==> src/rtl/clock_pkg.sv <==
// Shared BCD types, constants and helpers for the time-of-day counter.
// Values are two-digit packed BCD: {tens[7:4], ones[3:0]}.
package clock_pkg;

  typedef logic [7:0] bcd2_t;

  localparam bcd2_t BCD_59 = 8'h59;
  localparam bcd2_t BCD_23 = 8'h23;
  localparam bcd2_t BCD_12 = 8'h12;
  localparam bcd2_t BCD_11 = 8'h11;
  localparam bcd2_t BCD_01 = 8'h01;

  // Adds one with decimal carry from the ones digit into the tens digit.
  function automatic bcd2_t bcd_inc(input bcd2_t v);
    bcd2_t r;
    if (v[3:0] == 4'd9) begin
      r[7:4] = v[7:4] + 4'd1;
      r[3:0] = 4'd0;
    end else begin
      r[7:4] = v[7:4];
      r[3:0] = v[3:0] + 4'd1;
    end
    return r;
  endfunction

  function automatic bcd2_t to_bcd(input int unsigned v);
    bcd2_t r;
    r[7:4] = 4'((v / 10) % 10);
    r[3:0] = 4'(v % 10);
    return r;
  endfunction

endpackage

==> src/rtl/time_counter_if.sv <==
// Set-mode controls and BCD time outputs of time_counter.
// The pm flag exists only when TWELVE_HOUR_EN is defined.
interface time_counter_if;
  import clock_pkg::*;

  logic  set_mode;
  logic  inc_hour;
  logic  inc_min;
  bcd2_t hour;
  bcd2_t minute;
  bcd2_t second;
  logic  sec_tick;
`ifdef TWELVE_HOUR_EN
  logic  pm;

  modport master (output set_mode, inc_hour, inc_min,
                  input  hour, minute, second, sec_tick, pm);
  modport slave  (input  set_mode, inc_hour, inc_min,
                  output hour, minute, second, sec_tick, pm);
`else
  modport master (output set_mode, inc_hour, inc_min,
                  input  hour, minute, second, sec_tick);
  modport slave  (input  set_mode, inc_hour, inc_min,
                  output hour, minute, second, sec_tick);
`endif

endinterface

==> src/rtl/bcd_mod_counter.sv <==
// Two-digit BCD counter wrapping at MODULUS-1 -> 00. Carry flags the wrap
// only for counting via enable; set-mode steps via step never carry.
module bcd_mod_counter
  import clock_pkg::*;
#(
  parameter int unsigned MODULUS = 60
) (
  input  logic  clk,
  input  logic  rst_n,
  input  logic  enable,
  input  logic  step,
  input  logic  clear,
  output bcd2_t value,
  output logic  carry
);

  localparam bcd2_t LAST = to_bcd(MODULUS - 1);

  bcd2_t value_q;

  always_ff @(posedge clk or negedge rst_n) begin
    if (!rst_n) begin
      value_q <= '0;
    end else if (clear) begin
      value_q <= '0;
    end else if (enable || step) begin
      value_q <= (value_q == LAST) ? bcd2_t'(0) : bcd_inc(value_q);
    end
  end

  assign value = value_q;
  assign carry = enable && (value_q == LAST);

endmodule

==> src/rtl/time_counter.sv <==
// Real-time-of-day counter: 1 Hz prescaler plus BCD hh:mm:ss with set mode.
// Define TWELVE_HOUR_EN for the 12-hour build (hours 01-12 with pm flag).
module time_counter
  import clock_pkg::*;
#(
  parameter int CLK_HZ = 50_000_000
) (
  input  logic           clk,
  input  logic           rst_n,
  time_counter_if.slave  bus
);

  localparam int W = (CLK_HZ > 1) ? $clog2(CLK_HZ) : 1;
  localparam logic [W-1:0] PRE_LAST = W'(CLK_HZ - 1);

  logic [W-1:0] pre_cnt;
  logic         tick_run;
  logic         sec_tick_q;
  logic         sec_carry;
  logic         min_carry;
  logic         hour_step;
  bcd2_t        sec_val;
  bcd2_t        min_val;
  bcd2_t        hour_q;

  // Set mode overrides a coincident terminal count, so no second is lost or gained.
  assign tick_run = !bus.set_mode && (pre_cnt == PRE_LAST);

  always_ff @(posedge clk or negedge rst_n) begin
    if (!rst_n) begin
      pre_cnt    <= '0;
      sec_tick_q <= 1'b0;
    end else begin
      sec_tick_q <= tick_run;
      if (bus.set_mode || pre_cnt == PRE_LAST) pre_cnt <= '0;
      else                                     pre_cnt <= pre_cnt + W'(1);
    end
  end

  bcd_mod_counter #(.MODULUS(60)) u_sec (
    .clk    (clk),
    .rst_n  (rst_n),
    .enable (tick_run),
    .step   (1'b0),
    .clear  (bus.set_mode),
    .value  (sec_val),
    .carry  (sec_carry)
  );

  bcd_mod_counter #(.MODULUS(60)) u_min (
    .clk    (clk),
    .rst_n  (rst_n),
    .enable (sec_carry),
    .step   (bus.set_mode && bus.inc_min),
    .clear  (1'b0),
    .value  (min_val),
    .carry  (min_carry)
  );

  assign hour_step = min_carry || (bus.set_mode && bus.inc_hour);

`ifdef TWELVE_HOUR_EN
  logic pm_q;

  always_ff @(posedge clk or negedge rst_n) begin
    if (!rst_n) begin
      hour_q <= BCD_12;
      pm_q   <= 1'b0;
    end else if (hour_step) begin
      if (hour_q == BCD_12) begin
        hour_q <= BCD_01;
      end else begin
        if (hour_q == BCD_11) pm_q <= ~pm_q;
        hour_q <= bcd_inc(hour_q);
      end
    end
  end

  assign bus.pm = pm_q;
`else
  always_ff @(posedge clk or negedge rst_n) begin
    if (!rst_n) begin
      hour_q <= '0;
    end else if (hour_step) begin
      hour_q <= (hour_q == BCD_23) ? bcd2_t'(0) : bcd_inc(hour_q);
    end
  end
`endif

  assign bus.hour     = hour_q;
  assign bus.minute   = min_val;
  assign bus.second   = sec_val;
  assign bus.sec_tick = sec_tick_q;

endmodule

==> src/flat_wrapper.sv <==
// flat-port wrapper written by rule: the top's interface ports become plain ports
module time_counter_flat import clock_pkg::*;
#(
  parameter int CLK_HZ = 50_000_000
)
  (clk, rst_n, bus_set_mode, bus_inc_hour, bus_inc_min, bus_hour, bus_minute, bus_second, bus_sec_tick);
  time_counter_if bus_i ();
  input  logic clk;
  input  logic rst_n;
  input wire logic [$bits(bus_i.set_mode)-1:0] bus_set_mode;
  input wire logic [$bits(bus_i.inc_hour)-1:0] bus_inc_hour;
  input wire logic [$bits(bus_i.inc_min)-1:0] bus_inc_min;
  output wire logic [$bits(bus_i.hour)-1:0] bus_hour;
  output wire logic [$bits(bus_i.minute)-1:0] bus_minute;
  output wire logic [$bits(bus_i.second)-1:0] bus_second;
  output wire logic [$bits(bus_i.sec_tick)-1:0] bus_sec_tick;
  assign bus_i.set_mode = bus_set_mode;
  assign bus_i.inc_hour = bus_inc_hour;
  assign bus_i.inc_min = bus_inc_min;
  assign bus_hour = bus_i.hour;
  assign bus_minute = bus_i.minute;
  assign bus_second = bus_i.second;
  assign bus_sec_tick = bus_i.sec_tick;
  time_counter #(.CLK_HZ(CLK_HZ)) u_core (.clk(clk), .rst_n(rst_n), .bus(bus_i));
endmodule
==> config.mk <==
export PLATFORM = sky130hd
export DESIGN_NAME = time_counter_flat
export DESIGN_NICKNAME = d
export VERILOG_FILES = /design/src/rtl/clock_pkg.sv /design/src/rtl/time_counter_if.sv /design/src/rtl/bcd_mod_counter.sv /design/src/rtl/time_counter.sv /design/src/flat_wrapper.sv
export SDC_FILE = /design/constraint.sdc
export NUM_CORES = 1
export LEC_CHECK = 0
export BUFFER_PORTS_ARGS = -buffer_cell sky130_fd_sc_hd__buf_2
export CORE_MARGIN = 2
export CORE_UTILIZATION = 55
export CTS_BUF_LIST = sky130_fd_sc_hd__clkbuf_16
export CTS_CLUSTER_DIAMETER = 40
export DETAILED_ROUTE_END_ITERATION = 10
export PLACE_DENSITY = 0.78
export SLEW_MARGIN = 0
export SYNTH_ARGS = -nofsm -noshare
export SYNTH_HDL_FRONTEND = slang
export SYNTH_SLANG_ARGS = --single-unit
==> constraint.sdc <==
create_clock -name clk -period 3.5 [get_ports clk]
set_input_delay 0.7 -clock clk [delete_from_list [all_inputs] [get_ports clk]]
set_output_delay 0.7 -clock clk [all_outputs]
set_load 0.01 [all_outputs]
==> impl_metrics.py <==
metrics = {
    "sta": {
        "tns_ps": 0,
        "setup_slack_ps": 916,
        "tightest_slew_ps": 803,
        "slew_viol_final": 0,
        "fmax_ghz": 0.387,
        "period_share_pct": 73.8,
        "hold_viol": 0,
        "slew_headroom_pct": 46.3,
        "finClkSkew_ps": 3.41,
        "period_needed_ps": 2580,
        "setup_violations": 0,
        "rsz0062_at_grt": "false",
    },
    "floorplanning": {
        "core_area_mm2": 0.00479,
        "num_rows": 25,
        "io_pins": 30,
        "die_x_um": 74.8,
        "die_y_um": 74.8,
        "initial_utilization_pct": 57.6,
        "dieArea_mm2": 0.00559,
    },
    "synthesis": {
        "yosys_warnings": 0,
        "ys_top_cells_by_area": "dfrtp_1 46%, ha_1 5.9%, xnor2_1 5.1%, nor2_1 5.0%, mux2_2 2.9%",
        "async_flop_share_pct": 100,
        "synth-edff-count": 0,
        "synth_cells": 278,
        "yosysMostFrequentCell": "dfrtp_1",
        "synth_common_cells": "51 x dfrtp_1, 37 x nor2_1, 16 x xnor2_1",
        "syn_area_per_cell_um2": 9.91,
        "netlist.area_leader.share_pct": 46.3,
        "synth.net_count": 296,
        "synthFlopType": "dfrtp_1",
        "synth_largest_area_cell": "dfrtp_1",
        "syn_area_mm2": 0.00276,
        "synth.distinct_cells": 45,
        "ys_seq_area_share_pct": 46.3,
        "ys_seq_elements": 51,
    },
    "clock_network": {
        "postCtsResizedCells": 0,
        "clock_latency_ps": 290,
        "cts.sinks": 51,
        "clk_path_buf_depth": 2,
        "clk_pin_slew_ps": 60,
        "htreeDepth": 2,
        "numCtsBuffers": 5,
        "cts_setup_buffers": 0,
        "hold_buffers": 0,
        "cts_tree": "yes",
        "root_buffer": "clkbuf_16",
    },
    "critical_path": {
        "reg2reg_slack_ps": 920,
        "critPathKind": "register to register",
        "critPathCaptureType": "register",
        "cp.arrival_ps": 2720,
        "crit_family": "simple AND/OR/NAND/NOR gates",
        "start_kind": "register",
        "slowest_stage": "nand2_1",
        "worstPathRequired_ps": 3640,
        "crit_chain": "or4b_1, nor4b_4, nand2_2, nand2_1, nor2_1",
        "critical_path.max_fanout": 24,
        "cpPeakStageDelay_ps": 690,
        "critical_path_buf_inv_count": 0,
    },
    "global_route": {
        "track_usage_pct": 20.1,
        "grt_max_degree": 27,
        "overflow": 0,
        "grt_first_pass_wirelength_um": 8640,
        "antenna_found_initial": 0,
        "grt_pass1_vias": 1922,
    },
    "placement": {
        "gp_congestion": 0.803,
        "pre_cts_ws_ps": 912,
        "dp.cells": 366,
        "dpl.hpwl_um": 3640,
        "portBuffers": 29,
    },
    "finish": {
        "multiInputGateArea_mm2": 0.00140,
        "syn_to_final_growth_pct": 12.3,
        "diodes": 0,
        "regArea_mm2": 0.00128,
        "layout.cells.non_filler": 374,
        "fillCellCount": 383,
        "final_layout_size_suffix_gt1_share_pct": 15.3,
        "nets": 324,
    },
    "drt": {
        "viasPerCell": 5.60,
        "final_antenna_net_count": 0,
        "postRouteWirelength_um": 5130,
        "route.detailed.drc": 0,
        "dr_total_vias": 2094,
        "drtPass1Iterations": 4,
        "drt_iter0_drc": 136,
        "wl_per_cell_um": 13.7,
    },
    "min_path": {
        "min_path_type": "input port to async pin",
    },
    "status": {
        "status": "finished clean",
    },
    "power": {
        "p_per_area_mw_per_mm2": 525,
        "p_leak_nw": 1.38,
        "vdd.ir_drop.worst_mv": 0.356,
    },
    "flow_run": {
        "cap_violations": 0,
    },
}
[stage by stage]
stage                     utilization [%]  instance area [um^2]  hold slack [ps]  power (mW)
after floorplan                         -                  2760              404        1.03
after global placement               61.8                  2960              444        1.17
after detailed placement             61.8                  2960              459        1.19
after CTS                            64.7                  3090              426        1.64
after global routing                 64.7                  3090              471        1.72
final                                64.7                  3090              410        1.62
[logic make-up (layout without fill, tap and decap cells)]
kind of cell / Yosys count / count (layout) / share of synthesized area, %
adder cells (fa/ha/maj): 13 / 13 / 5.90
AND/OR/NAND/NOR: 123 / 123 / 24.9
AO/OA/AOI/OAI: 37 / 37 / 8.99
multiplexers: 7 / 7 / 2.86
XOR/XNOR: 25 / 25 / 7.95
buffers and inverters: 22 / 51 / 3.04
flip-flops: 51 / 51 / 46.3
[registers in the layout, indices dropped and copies added, names as in the netlist]
register / cells
u_core.bus.hour: 8
u_core.bus.sec_tick: 1
u_core.pre_cnt: 26
u_core.u_min.value: 8
u_core.u_sec.value: 8
[layout by cell type, fill, tap and decap left out, types with 6 or more instances in the layout]
cell     netlist  routed
a21oi_1        8       8
buf_2          1      29
nor2_1        37      37
nor4_1         7       7
nand3_1       15      15
mux2_2         7       7
ha_1          13      13
xnor2_1       16      16
nand4_1        6       6
nand2_1       13      13
inv_1         13      15
xor2_1         9       9
or3_1          6       6
dfrtp_1       51      51
o21ai_0        6       6
[report_power, final]
| part | switching, mW | internal [mW] | leakage (nW) |
|---|---|---|---|
| logic | 0.202 | 0.186 | 0.622 |
| registers | 0.109 | 0.673 | 0.681 |
| clock network | 0.196 | 0.258 | 0.0762 |
| total | 0.507 | 1.12 | 1.38 |
[routing by layer]
layer  routed length [um]  vias to the layer above  track usage [%]
li1                     -                     1046                -
met1                 2570                     1001             27.5
met2                 2320                       42             32.3
met3                  208                        5             3.61
met4                   41                        0             7.14
met5                    0                        -                0
[area by class of cell]
class / count / area share, %
Clock buffer: 5 / 4.04
Clock inverter: 3 / 0.404
Inverter: 13 / 1.58
Multi-Input combinational cell: 205 / 45.1
Sequential cell: 51 / 41.2
Tap cell: 67 / 2.71
Timing Repair Buffer: 30 / 4.93
[path summary, 6_finish.rpt]
check                                        startpoint                        endpoint  depth (start not counted)
max                        u_core.pre_cnt[10]$_DFF_PN0_    u_core.pre_cnt[23]$_DFF_PN0_                          5
min                                               rst_n    u_core.pre_cnt[21]$_DFF_PN0_                          1
max reg2reg                u_core.pre_cnt[10]$_DFF_PN0_    u_core.pre_cnt[23]$_DFF_PN0_                          5
min reg2reg                 u_core.pre_cnt[0]$_DFF_PN0_     u_core.pre_cnt[0]$_DFF_PN0_                          1
max in group asynchronous                         rst_n  u_core.bus.hour[2]$_DFFE_PN0P_                          2
min in group clk            u_core.pre_cnt[0]$_DFF_PN0_     u_core.pre_cnt[0]$_DFF_PN0_                          1
Power figures use the tool's default switching activity.
